### config.mk
export PLATFORM = sky130hd
export DESIGN_NAME = multiply_writeback_unit
export DESIGN_NICKNAME = d
export VERILOG_FILES = /design/src/rtl/multiply_writeback_unit.sv
export SDC_FILE = /design/constraint.sdc
export NUM_CORES = 1
export LEC_CHECK = 0
export ABC_AREA = 1
export CORE_MARGIN = 5
export CORE_UTILIZATION = 55
export CTS_BUF_LIST = sky130_fd_sc_hd__clkbuf_8
export DETAILED_ROUTE_END_ITERATION = 8
export HOLD_SLACK_MARGIN = 0.03
export PLACE_DENSITY_LB_ADDON = 0.12
export SLEW_MARGIN = 20
export SYNTH_ARGS = -nofsm -noshare
export SYNTH_HDL_FRONTEND = slang
export SYNTH_SLANG_ARGS = --single-unit
export TNS_END_PERCENT = 100
### constraint.sdc
create_clock -name Clock -period 2.2 [get_ports Clock]
set_input_delay 0.44 -clock Clock [delete_from_list [all_inputs] [get_ports Clock]]
set_output_delay 0.44 -clock Clock [all_outputs]
set_load 0.01 [all_outputs]
### src/rtl/multiply_writeback_unit.sv
// Sequential unsigned shift-add multiplier that writes its 2*WIDTH-bit product
// into two register-file entries, yielding the write port to the main datapath.
module multiply_writeback_unit #(
  parameter int unsigned WIDTH = 24,
  parameter int unsigned AW    = 4
) (
  input  logic               Clock,
  input  logic               Reset,
  input  logic               Start,
  input  logic [WIDTH-1:0]   OperandA,
  input  logic [WIDTH-1:0]   OperandB,
  input  logic [AW-1:0]      DestLo,
  input  logic [AW-1:0]      DestHi,
  input  logic               ExtRegWrite,
  output logic [AW-1:0]      RD,
  output logic [WIDTH-1:0]   WriteData,
  output logic               RegWrite,
  output logic               Busy,
  output logic               Done,
  output logic [2*WIDTH-1:0] Product
);

  localparam int unsigned CW = $clog2(WIDTH);

  typedef enum logic [1:0] {
    S_IDLE,
    S_MUL,
    S_WR_LO,
    S_WR_HI
  } state_e;

  state_e             state_q, state_d;
  logic [2*WIDTH-1:0] mcand_q, mcand_d;
  logic [WIDTH-1:0]   mplier_q, mplier_d;
  logic [2*WIDTH-1:0] acc_q, acc_d;
  logic [CW-1:0]      cnt_q, cnt_d;
  logic [AW-1:0]      lo_q, lo_d;
  logic [AW-1:0]      hi_q, hi_d;
  logic [2*WIDTH-1:0] product_q, product_d;
  logic               done_q, done_d;

  always_comb begin
    state_d   = state_q;
    mcand_d   = mcand_q;
    mplier_d  = mplier_q;
    acc_d     = acc_q;
    cnt_d     = cnt_q;
    lo_d      = lo_q;
    hi_d      = hi_q;
    product_d = product_q;
    done_d    = 1'b0;
    RD        = '0;
    WriteData = '0;
    RegWrite  = 1'b0;

    unique case (state_q)
      S_IDLE: begin
        if (Start) begin
          mcand_d  = {{WIDTH{1'b0}}, OperandA};
          mplier_d = OperandB;
          lo_d     = DestLo;
          hi_d     = DestHi;
          acc_d    = '0;
          cnt_d    = '0;
          state_d  = S_MUL;
        end
      end
      S_MUL: begin
        if (mplier_q[0]) acc_d = acc_q + mcand_q;
        mcand_d  = mcand_q << 1;
        mplier_d = mplier_q >> 1;
        cnt_d    = cnt_q + 1'b1;
        // Product is published on the same edge as the final accumulation.
        if (cnt_q == CW'(WIDTH - 1)) begin
          product_d = acc_d;
          state_d   = S_WR_LO;
        end
      end
      S_WR_LO: begin
        RD        = lo_q;
        WriteData = acc_q[WIDTH-1:0];
        RegWrite  = !ExtRegWrite && (lo_q != '0) && !Reset;
        if (!ExtRegWrite) state_d = S_WR_HI;
      end
      S_WR_HI: begin
        RD        = hi_q;
        WriteData = acc_q[2*WIDTH-1:WIDTH];
        RegWrite  = !ExtRegWrite && (hi_q != '0) && !Reset;
        if (!ExtRegWrite) begin
          state_d = S_IDLE;
          done_d  = 1'b1;
        end
      end
      default: state_d = S_IDLE;
    endcase
  end

  always_ff @(posedge Clock) begin
    if (Reset) begin
      state_q   <= S_IDLE;
      mcand_q   <= '0;
      mplier_q  <= '0;
      acc_q     <= '0;
      cnt_q     <= '0;
      lo_q      <= '0;
      hi_q      <= '0;
      product_q <= '0;
      done_q    <= 1'b0;
    end else begin
      state_q   <= state_d;
      mcand_q   <= mcand_d;
      mplier_q  <= mplier_d;
      acc_q     <= acc_d;
      cnt_q     <= cnt_d;
      lo_q      <= lo_d;
      hi_q      <= hi_d;
      product_q <= product_d;
      done_q    <= done_d;
    end
  end

  assign Busy    = (state_q != S_IDLE);
  assign Done    = done_q;
  assign Product = product_q;

endmodule

== After elaboration in Yosys (flattened, before gate mapping) ==
Index checks and enable logic that the tools add are counted.

* Equal/unequal tests: 8
* $add $sub $neg: 2
* Reduce and logical (&&, ||, !) cells: 16
* Multiplexer cells: 18
* Bitwise operators: 1

{| class="wikitable"
|+ Operators with widths
! operator !! number
|-
| $pmux 48 s2 || 2
|-
| $mux 48 || 3
|-
| $pmux 24 s2 || 2
|-
| $add 48x48->48 || 1
|-
| $mux 24 || 1
|-
| $pmux 5 s2 || 1
|-
| $mux 2 || 4
|-
| $ne 2x2->1 const B || 4
|-
| $pmux 2 s4 || 1
|-
| $pmux 4 s2 || 1
|-
| $reduce_bool 4->1 || 2
|-
| $reduce_and 2->1 || 3
|-
| $add 5x1->5 const B || 1
|-
| $eq 5x5->1 const B || 1
|-
| $mux 5 || 1
|-
| $eq 2x2->1 const B || 2
|-
| $logic_and 1x1->1 || 4
|-
| $reduce_and 4->1 || 1
|-
| $reduce_bool 2->1 || 2
|-
| $eq 2x1->1 const B || 1
|-
| $logic_not 1->1 || 2
|-
| $logic_not 2->1 || 1
|-
| $pmux 1 s2 || 1
|-
| $reduce_or 2->1 || 1
|-
| 2 further kinds || 2
|}

* Bits of input ports: 60
* Bits in registers: 184
* Word-level logic and storage cells: 54
* Output and inout port bits: 79

== Longest topological paths before layout ==
Gate-level depths: netlist of the first run.

* Word-level depth: 4
* Depth in mapped cells: 17
* Gate-level depth less buffers: 17

== Least setup slack after synthesis of the first run ==
OpenSTA, ideal clock, no wires.

* Kind: reg2reg
* Start: register mcand_q[0]
* End: register product_q[32] (netlist: Product[32])
* Data arrival time: 1.890 ns
* Data required time: 2.091 ns
* Period minus slack after synthesis: 1.998 ns
* Path buffers: 0
* Path slack: 0.202 ns
* Setup time: 0.109 ns
* Stages on the path, launching flop included: 17
* Path through: dfxtp_1 > ha_1 > fa_1 > nand3_1 > nand3_1 > nand2_1 > nand2_2 > nand2_1 > nand2_1 > nand3_1 > nand2_1 > nand2_1 > nand3_1 > nand2_1 > nand2_1 > nand2_1 > inv_1

* Cells in the longest elaborated chain, start to end: 2

{| class="wikitable"
|+ Ends and longest elaborated chain
! item !! line !! source
|-
| start: declaration || 33 || <nowiki>logic [2*WIDTH-1:0] mcand_q, mcand_d;</nowiki>
|-
| start signal: assignment || 111 || <nowiki>mcand_q <= mcand_d;</nowiki>
|-
| $add 48x48->48 || 69 || <nowiki>if (mplier_q[0]) acc_d = acc_q + mcand_q;</nowiki>
|-
| $mux 48 || 69 ||
|-
| end signal: assignment || 117 || <nowiki>product_q <= product_d;</nowiki>
|-
| end: declaration || 39 || <nowiki>logic [2*WIDTH-1:0] product_q, product_d;</nowiki>
|}

Every way passes these cells.
A chain may end at the register's enable or synchronous reset.

== Final worst setup path of the first run ==
* Start: register acc_q[0]
* End: register acc_q[6]

* Cells in the longest elaborated chain, start to end: 3

{| class="wikitable"
|+ Ends and longest elaborated chain
! item !! line !! source
|-
| start: declaration || 35 || <nowiki>logic [2*WIDTH-1:0] acc_q, acc_d;</nowiki>
|-
| start signal: assignment || 103 || <nowiki>acc_q <= '0;</nowiki>
|-
| start signal: assignment || 113 || <nowiki>acc_q <= acc_d;</nowiki>
|-
| $add 48x48->48 || 69 ||
|-
| $mux 48 || 69 ||
|-
| $pmux 48 s2 || 56 || <nowiki>unique case (state_q)</nowiki>
|}

Every way passes these cells.

==> metrics.txt, run 1 <==
worst-case reg-to-reg path depth 11; Static Leakage about 0.0075 µW; Post-Syn Area per Cell between 6 and 7 µm²; total congestion overflow 0; YS warnings 0; Synth async-reset ratio 0%; # DRC 0; skew final ~0.025 ns; share of cells above drive strength 1 a little under a quarter; Crit path depth 11; row count 54; post-layout minimum cycle time ~2.2 ns; Synth area leader dfxtp_1; Port Buffers between 100 and 150; Num Clock Sinks between 150 and 200; HP Start Reset; worst skew pair latency between 0.5 and 0.6 ns; status finished, violations left; worst-margin pin slew between 0.6 and 0.7 ns; number of synthesized flops with an enable pin 0; I/O Pins roughly 140; diode count 0; Chip Height about 160 µm; top cell type's share of synthesized area ~30%; Worst VDD drop a little under 1000 µV; Vias ~14k; Post-CTS Hold Fix Bufs 0; Synth Register Bits 184; Crit path buffers/inverters 2; Pins Over Slew Limit 0; worst-path maximum fanout 3; Reg clk slew, reported paths between 0.1 and 0.15 ns; syn nets ~2.1k; Finished Core Util 75.4%; Cell Area, Synth 0.0122 mm²; H-tree level count 4; ys flop type dfxtp_1; max frequency between 0.4 and 0.5 GHz; hold crit path type input port to flip-flop; global-route wire length before repair approximately 67 mm; sequential share of the synthesized area 30.1%; drt wl/cell approximately 18 µm; Required @ worst endpoint 2.63 ns; antenna violations before repair 0; Crit-path slowest cell fa_2; CP endpoint kind flip-flop; Vias/cell about 5.5; Slew HR about three fifths; crit path DAT approximately 2.7 ns; Synth-to-Final Area Change 34.7%; pwr dens 691 mW/mm²; TritonCTS clock tree done; failing checks setup timing; vias in the first global route 12.9k; total die area 0.0254 mm²; Synth area leaders dfxtp_1 30%, nand2_1 23%, inv_1 9.4%, ha_1 5.3%, a21oi_1 4.6%; delay-heaviest family, CP adder cells; worst r2r src acc_q[0]$_SDFFE_PP0P_; final instance area roughly 0.016 mm²; cts bufs inserted 17; worst reg2reg endpoint acc_q[6]$_SDFFE_PP0P_; Post-DP Area between 0.01 and 0.015 mm²; worst-path cell chain ha_2 -> fa_2 -> buf_4 -> nand2_1 -> nand3_2 -> buf_4 -> xnor2_1 -> nand2_1 -> o21ai_1 -> or2_1 -> a21oi_1; crit start category flip-flop; setup ws final -0.0141 ns; RSZ-0062 raised after global routing true; starting DRC count in detailed routing about 1.3k; Max Cap Viol 0; CP Launch Point acc_q[0]$_SDFFE_PP0P_; total track usage between 30% and 40%; Mapped Cells 1,997; placer congestion estimate ~1; Worst Path Class, Setup flip-flop to flip-flop; Initial Utilization between 50% and 60%; worst setup path endpoint acc_q[6]$_SDFFE_PP0P_; Fin. Hold Viols 0; die width approximately 160 µm; clk root buf clkbuf_8; Total Power 11,400 µW; dpl hpwl ~33 mm; setup violators final 1; final wirelength 44.6 mm; largest net degree at the start of global routing 100; r2r setup slk -0.01 ns; floorplan core area approximately 0.022 mm²; nets between 2k and 2.5k; Clock Tree Buf Depth 2; number of routed nets with antenna violations 0; post-synth cell types 49; Period Utilization, post-route 101%; DRT Pass-1 Iters 8; slowest cell delay on critical path approximately 0.38 ns
==> area by class of cell <==
class | count | area [µm²]
clock buffers | 17 | 234
clock inverters | 15 | 220
fillers | 1819 | 5400
inverters | 320 | 1200
multi-input cells | 1415 | 8080
flip-flops and latches | 184 | 3760
well taps | 280 | 350
repair buffers | 300 | 2640
==> synth_stat cells (all sizes together), types with 16 or more instances <==
cell and count:
o21bai 25, clkbuf 53, dfxtp 184, ha 52
xnor2 16, nand2 788, inv 320, o21ai 107
a21oi 114, nand3 90, nor2 104, a31oi 46
o21a 19, buf 23
==> cells by family (layout without fill, tap and decap cells) <==
family	count (synthesis)	after routing	share of synthesized area, %
AO/OA/AOI/OAI	324	324	15.1
AND/OR/NAND/NOR	1015	1015	34.8
buffers and inverters	398	652	12.9
flip-flops	184	184	30.1
adder cells (fa/ha/maj)	53	53	5.48
XOR/XNOR	23	23	1.64
==> worst reg2reg max path, delay by kind of cell (launching register included) <==
family          cells  cell delay [ns]
buf+inv             2             0.34
flops               1             0.35
compound gates      2             0.27
simple gates        4             0.50
fa+ha+maj           2             0.58
xor+xnor            1             0.12
==> stage by stage <==
| step | setup slack [ns] | instances | hold WS [ns] | setup TNS, ns |
|---|---|---|---|---|
| 2_1_floorplan | 0.202 | 1997 | 0.440 | 0 |
| 3_3_place_gp | -0.0449 | 2487 | 0.456 | -0.165 |
| 3_5_place_dp | -0.0461 | 2487 | 0.459 | -0.446 |
| 4_1_cts | -0.0129 | 2522 | 0.335 | -0.0229 |
| 5_1_grt | -0.103 | 2531 | 0.391 | -1.04 |
| 6_report | -0.0141 | 2531 | 0.363 | -0.0141 |
==> state kept, by name (all words and copies together) (netlist names) <==
signal    count
acc_q        48
cnt_q         5
Done          1
lo_q          4
mplier_q     24
mcand_q      48
Product      48
hi_q          4
state_q       2
==> routing by layer <==
metal	vias up	global-route usage [%]	routed length (µm)
li1	6717	-	-
met1	6406	44.6	19000
met2	621	52.5	20300
met3	119	4.58	3580
met4	0	10.5	1620
met5	-	0	0
==> worst min-delay path by stage <==
stage,to,slack (ns),cells past startpoint
floorplan,mplier_q[23]$_SDFFE_PP0P_,0.44,2
global placement,hi_q[2]$_SDFFE_PP0P_,0.46,2
detailed placement,hi_q[2]$_SDFFE_PP0P_,0.46,2
CTS,hi_q[0]$_SDFFE_PP0P_,0.33,4
global route,lo_q[0]$_SDFFE_PP0P_,0.39,4
finish,hi_q[0]$_SDFFE_PP0P_,0.36,4
==> power breakdown <==
group          total (µW)  leakage (µW)  internal, µW  switching, µW
logic                4530       0.00581          1850           2690
registers            4210       0.00151          3790            428
clock network        2650      0.000222           935           1710
==> what timing repair did <==
item,4_1_cts,5_1_grt
buffers inserted,3,7
pin swaps,3,28
gates resized for setup,135,255
setup endpoints to repair,55,104
cloned,0,2
==> cell usage in the layout (no fill, tap or decap), types with 6 or more instances in the layout <==
| master | instances |
|---|---|
| inv_1 | 302 |
| o21a_1 | 19 |
| nand3_2 | 25 |
| nor2_1 | 48 |
| a21oi_2 | 16 |
| o21ai_1 | 14 |
| nor2_2 | 37 |
| o21ai_2 | 10 |
| nand2_2 | 62 |
| ha_4 | 45 |
| nor3_1 | 9 |
| clkbuf_8 | 17 |
| dfxtp_1 | 139 |
| o21ai_0 | 82 |
| a31oi_1 | 46 |
| buf_4 | 150 |
| buf_12 | 11 |
| dfxtp_2 | 37 |
| nand2_1 | 716 |
| clkinv_8 | 6 |
| nor2_4 | 19 |
| dfxtp_4 | 8 |
| clkdlybuf4s50_1 | 107 |
| xnor2_1 | 15 |
| inv_2 | 17 |
| nand3_1 | 60 |
| clkbuf_2 | 8 |
| nand4_1 | 11 |
| o21bai_1 | 25 |
| nand2_4 | 10 |
| buf_2 | 18 |
| a21oi_1 | 98 |
(Power assumes the default switching activity.)
==> inputs of run 2 (changes only) <==
- PLACE_DENSITY: default -> 0.88
- PLACE_DENSITY_LB_ADDON: 0.12 -> default
==> metrics.txt, run 2 (synthesis gave the netlist of run 1 again) <==
share of cells above drive strength 1 25.6% (was 23.5%); Port Buffers 138 (unchanged); skew final 0.0318 ns (was 0.0252 ns); Num Clock Sinks 184 (unchanged); failing checks setup timing (unchanged); most common cell after layout, fill and taps aside nand2_1 (unchanged); Vias 14.4k (was 13.9k); Worst VDD drop 892 µV (was 981 µV); wire length on met3 4.81 mm (was 3.58 mm); register area 0.00377 mm² (was 0.00376 mm²); Reg clk slew, reported paths 0.13 ns (was 0.14 ns); post-layout minimum cycle time 2.24 ns (was 2.21 ns); Slew HR 36.4% (was 59.7%); fill count 1,677 (was 1,819); worst hold margin 0.460 ns (was 0.363 ns); diode count 0 (unchanged); commonest non-fill, non-tap cells in the layout 701 x nand2_1, 300 x inv_1, 161 x buf_4 (was 716 x nand2_1, 302 x inv_1, 150 x buf_4); floorplan core area 0.0219 mm² (unchanged); Fin. Hold Viols 0 (unchanged); clk root buf clkbuf_8 (unchanged); max frequency 0.446 GHz (was 0.452 GHz); number of routed nets with antenna violations 0 (unchanged); placer congestion estimate 1.03 (was 1.00); worst-path maximum fanout 4 (was 3); pwr dens 669 mW/mm² (was 691 mW/mm²); status finished, violations left (unchanged); row count 54 (unchanged); worst-case reg-to-reg path depth 15 (was 11); final wirelength 46.0 mm (was 44.6 mm); total track usage 32.6% (was 32.4%); die width 159 µm (unchanged); Cells after DPL 2,507 (was 2,487); Initial Utilization 55.9% (unchanged); H-tree level count 4 (unchanged); nets 2,369 (was 2,351); I/O Pins 139 (unchanged); Required @ worst endpoint 2.57 ns (was 2.63 ns); worst skew pair latency 0.49 ns (was 0.51 ns); total congestion overflow 0 (unchanged); worst-margin pin slew 0.954 ns (was 0.601 ns); DR WL met2 21.6 mm (was 20.3 mm); Chip Height 159 µm (unchanged); area of the multi-input gates 0.00822 mm² (was 0.00808 mm²); RSZ-0062 raised after global routing true (unchanged); Pins Over Slew Limit 0 (unchanged); Clock Tree Buf Depth 2 (unchanged); Synth-to-Final Area Change 36.2% (was 34.7%); total die area 0.0254 mm² (unchanged); Max Cap Viol 0 (unchanged); Period Utilization, post-route 102% (was 101%); vias in the first global route 13.2k (was 12.9k); Vias/cell 5.65 (was 5.48); largest net degree at the start of global routing 85 (was 100); TritonCTS clock tree done (unchanged); Static Leakage 0.00757 µW (was 0.00755 µW); cts bufs inserted 17 (unchanged); CP endpoint kind flip-flop (unchanged); top sig layer met4 (unchanged); met1 wire length 17.9 mm (was 19.0 mm); setup ws final -0.0413 ns (was -0.0141 ns); crit start category flip-flop (unchanged); Post-CTS Hold Fix Bufs 0 (unchanged); hold path depth 3 (was 4); Worst Path Class, Setup flip-flop to flip-flop (unchanged); Non-Filler Instances 2,549 (was 2,531); setup violators final 8 (was 1); # DRC 0 (unchanged); DRT Pass-1 Iters 6 (was 8); antenna violations before repair 0 (unchanged); crit path DAT 2.61 ns (was 2.65 ns); global-route wire length before repair 67.4 mm (was 66.8 mm); drt wl/cell 18.1 µm (was 17.6 µm); starting DRC count in detailed routing 1,669 (was 1,321); hold crit path type input port to flip-flop (unchanged); dpl hpwl 33.1 mm (was 32.5 mm)
==> run 2: cell types whose count changed in the layout (fill, tap and decap cells not counted), moves of 10 or more <==
cell,change
dfxtp_1,-10
dfxtp_2,+10
nand2_2,+18
nand2_1,-15
buf_4,+11
==> run 2: metrics by stage <==
stage                     power (µW)  setup WS (ns)  utilization (%)  instance area (µm²)  setup TNS, ns
final                          11200        -0.0413             76.2                16700         -0.221
after global routing           11600         -0.185             76.2                16700          -2.52
after CTS                      10400        -0.0661             71.0                15500        -0.0869
after detailed placement        7890         -0.233             68.4                15000         -11.59
after global placement          7790         -0.192             68.4                15000          -8.80
after floorplan                 6410          0.202                -                12200              0
==> run 2: power breakdown <==
| group | total, µW | switching, µW | internal [µW] |
|---|---|---|---|
| clock network | 2350 | 1500 | 852 |
| logic | 4560 | 2790 | 1770 |
| registers | 4250 | 455 | 3800 |
==> run 2: worst paths after layout <==
kind | start | endpoint | slack (ns)
worst min-delay path | Reset | acc_q[8]$_SDFFE_PP0P_ | 0.46
worst min register to register | lo_q[2]$_SDFFE_PP0P_ | lo_q[2]$_SDFFE_PP0P_ | 0.49
worst max register to register | mcand_q[1]$_SDFFE_PP0P_ | Product[39]$_SDFFE_PP0P_ | -0.04
worst max-delay path | mcand_q[1]$_SDFFE_PP0P_ | Product[39]$_SDFFE_PP0P_ | -0.04
==> run 2: layer usage <==
| layer | up-vias | global-route usage [%] |
|---|---|---|
| met3 | 145 | 6.86 |
| met5 | - | 0 |
| met2 | 828 | 54.1 |
| met1 | 6659 | 41.9 |
| met4 | 0 | 11.7 |
| li1 | 6759 | - |
==> run 2: worst max-delay path, cell delays in order (launching register included) <==
cell and delay (ns):
dfxtp_2 0.38, ha_1 0.23, nor2_1 0.22, nand2_1 0.14, nand3_1 0.13, nand2_2 0.14, nand2_2 0.11, nand3_4 0.11
nand2_2 0.10, nand2_1 0.05, nand2_1 0.05, nand3_1 0.10, nand2_2 0.16, nand2_1 0.06, nand2_1 0.07, inv_1 0.04
==> run 2: cell type report <==
type	count	share of cell area, %
Clock buffer	17	1.40
Timing Repair Buffer	316	16.5
Sequential cell	184	22.6
Clock inverter	15	0.945
Inverter	320	7.23
Tap cell	280	2.10
Multi-Input combinational cell	1417	49.3
==> run 2: what timing repair did <==
item | 4_1_cts | 5_1_grt
gates resized for setup | 155 | 295
setup buffers | 3 | 5
setup endpoints to repair | 93 | 158
pin swaps | 6 | 49
cloned | 1 | 1
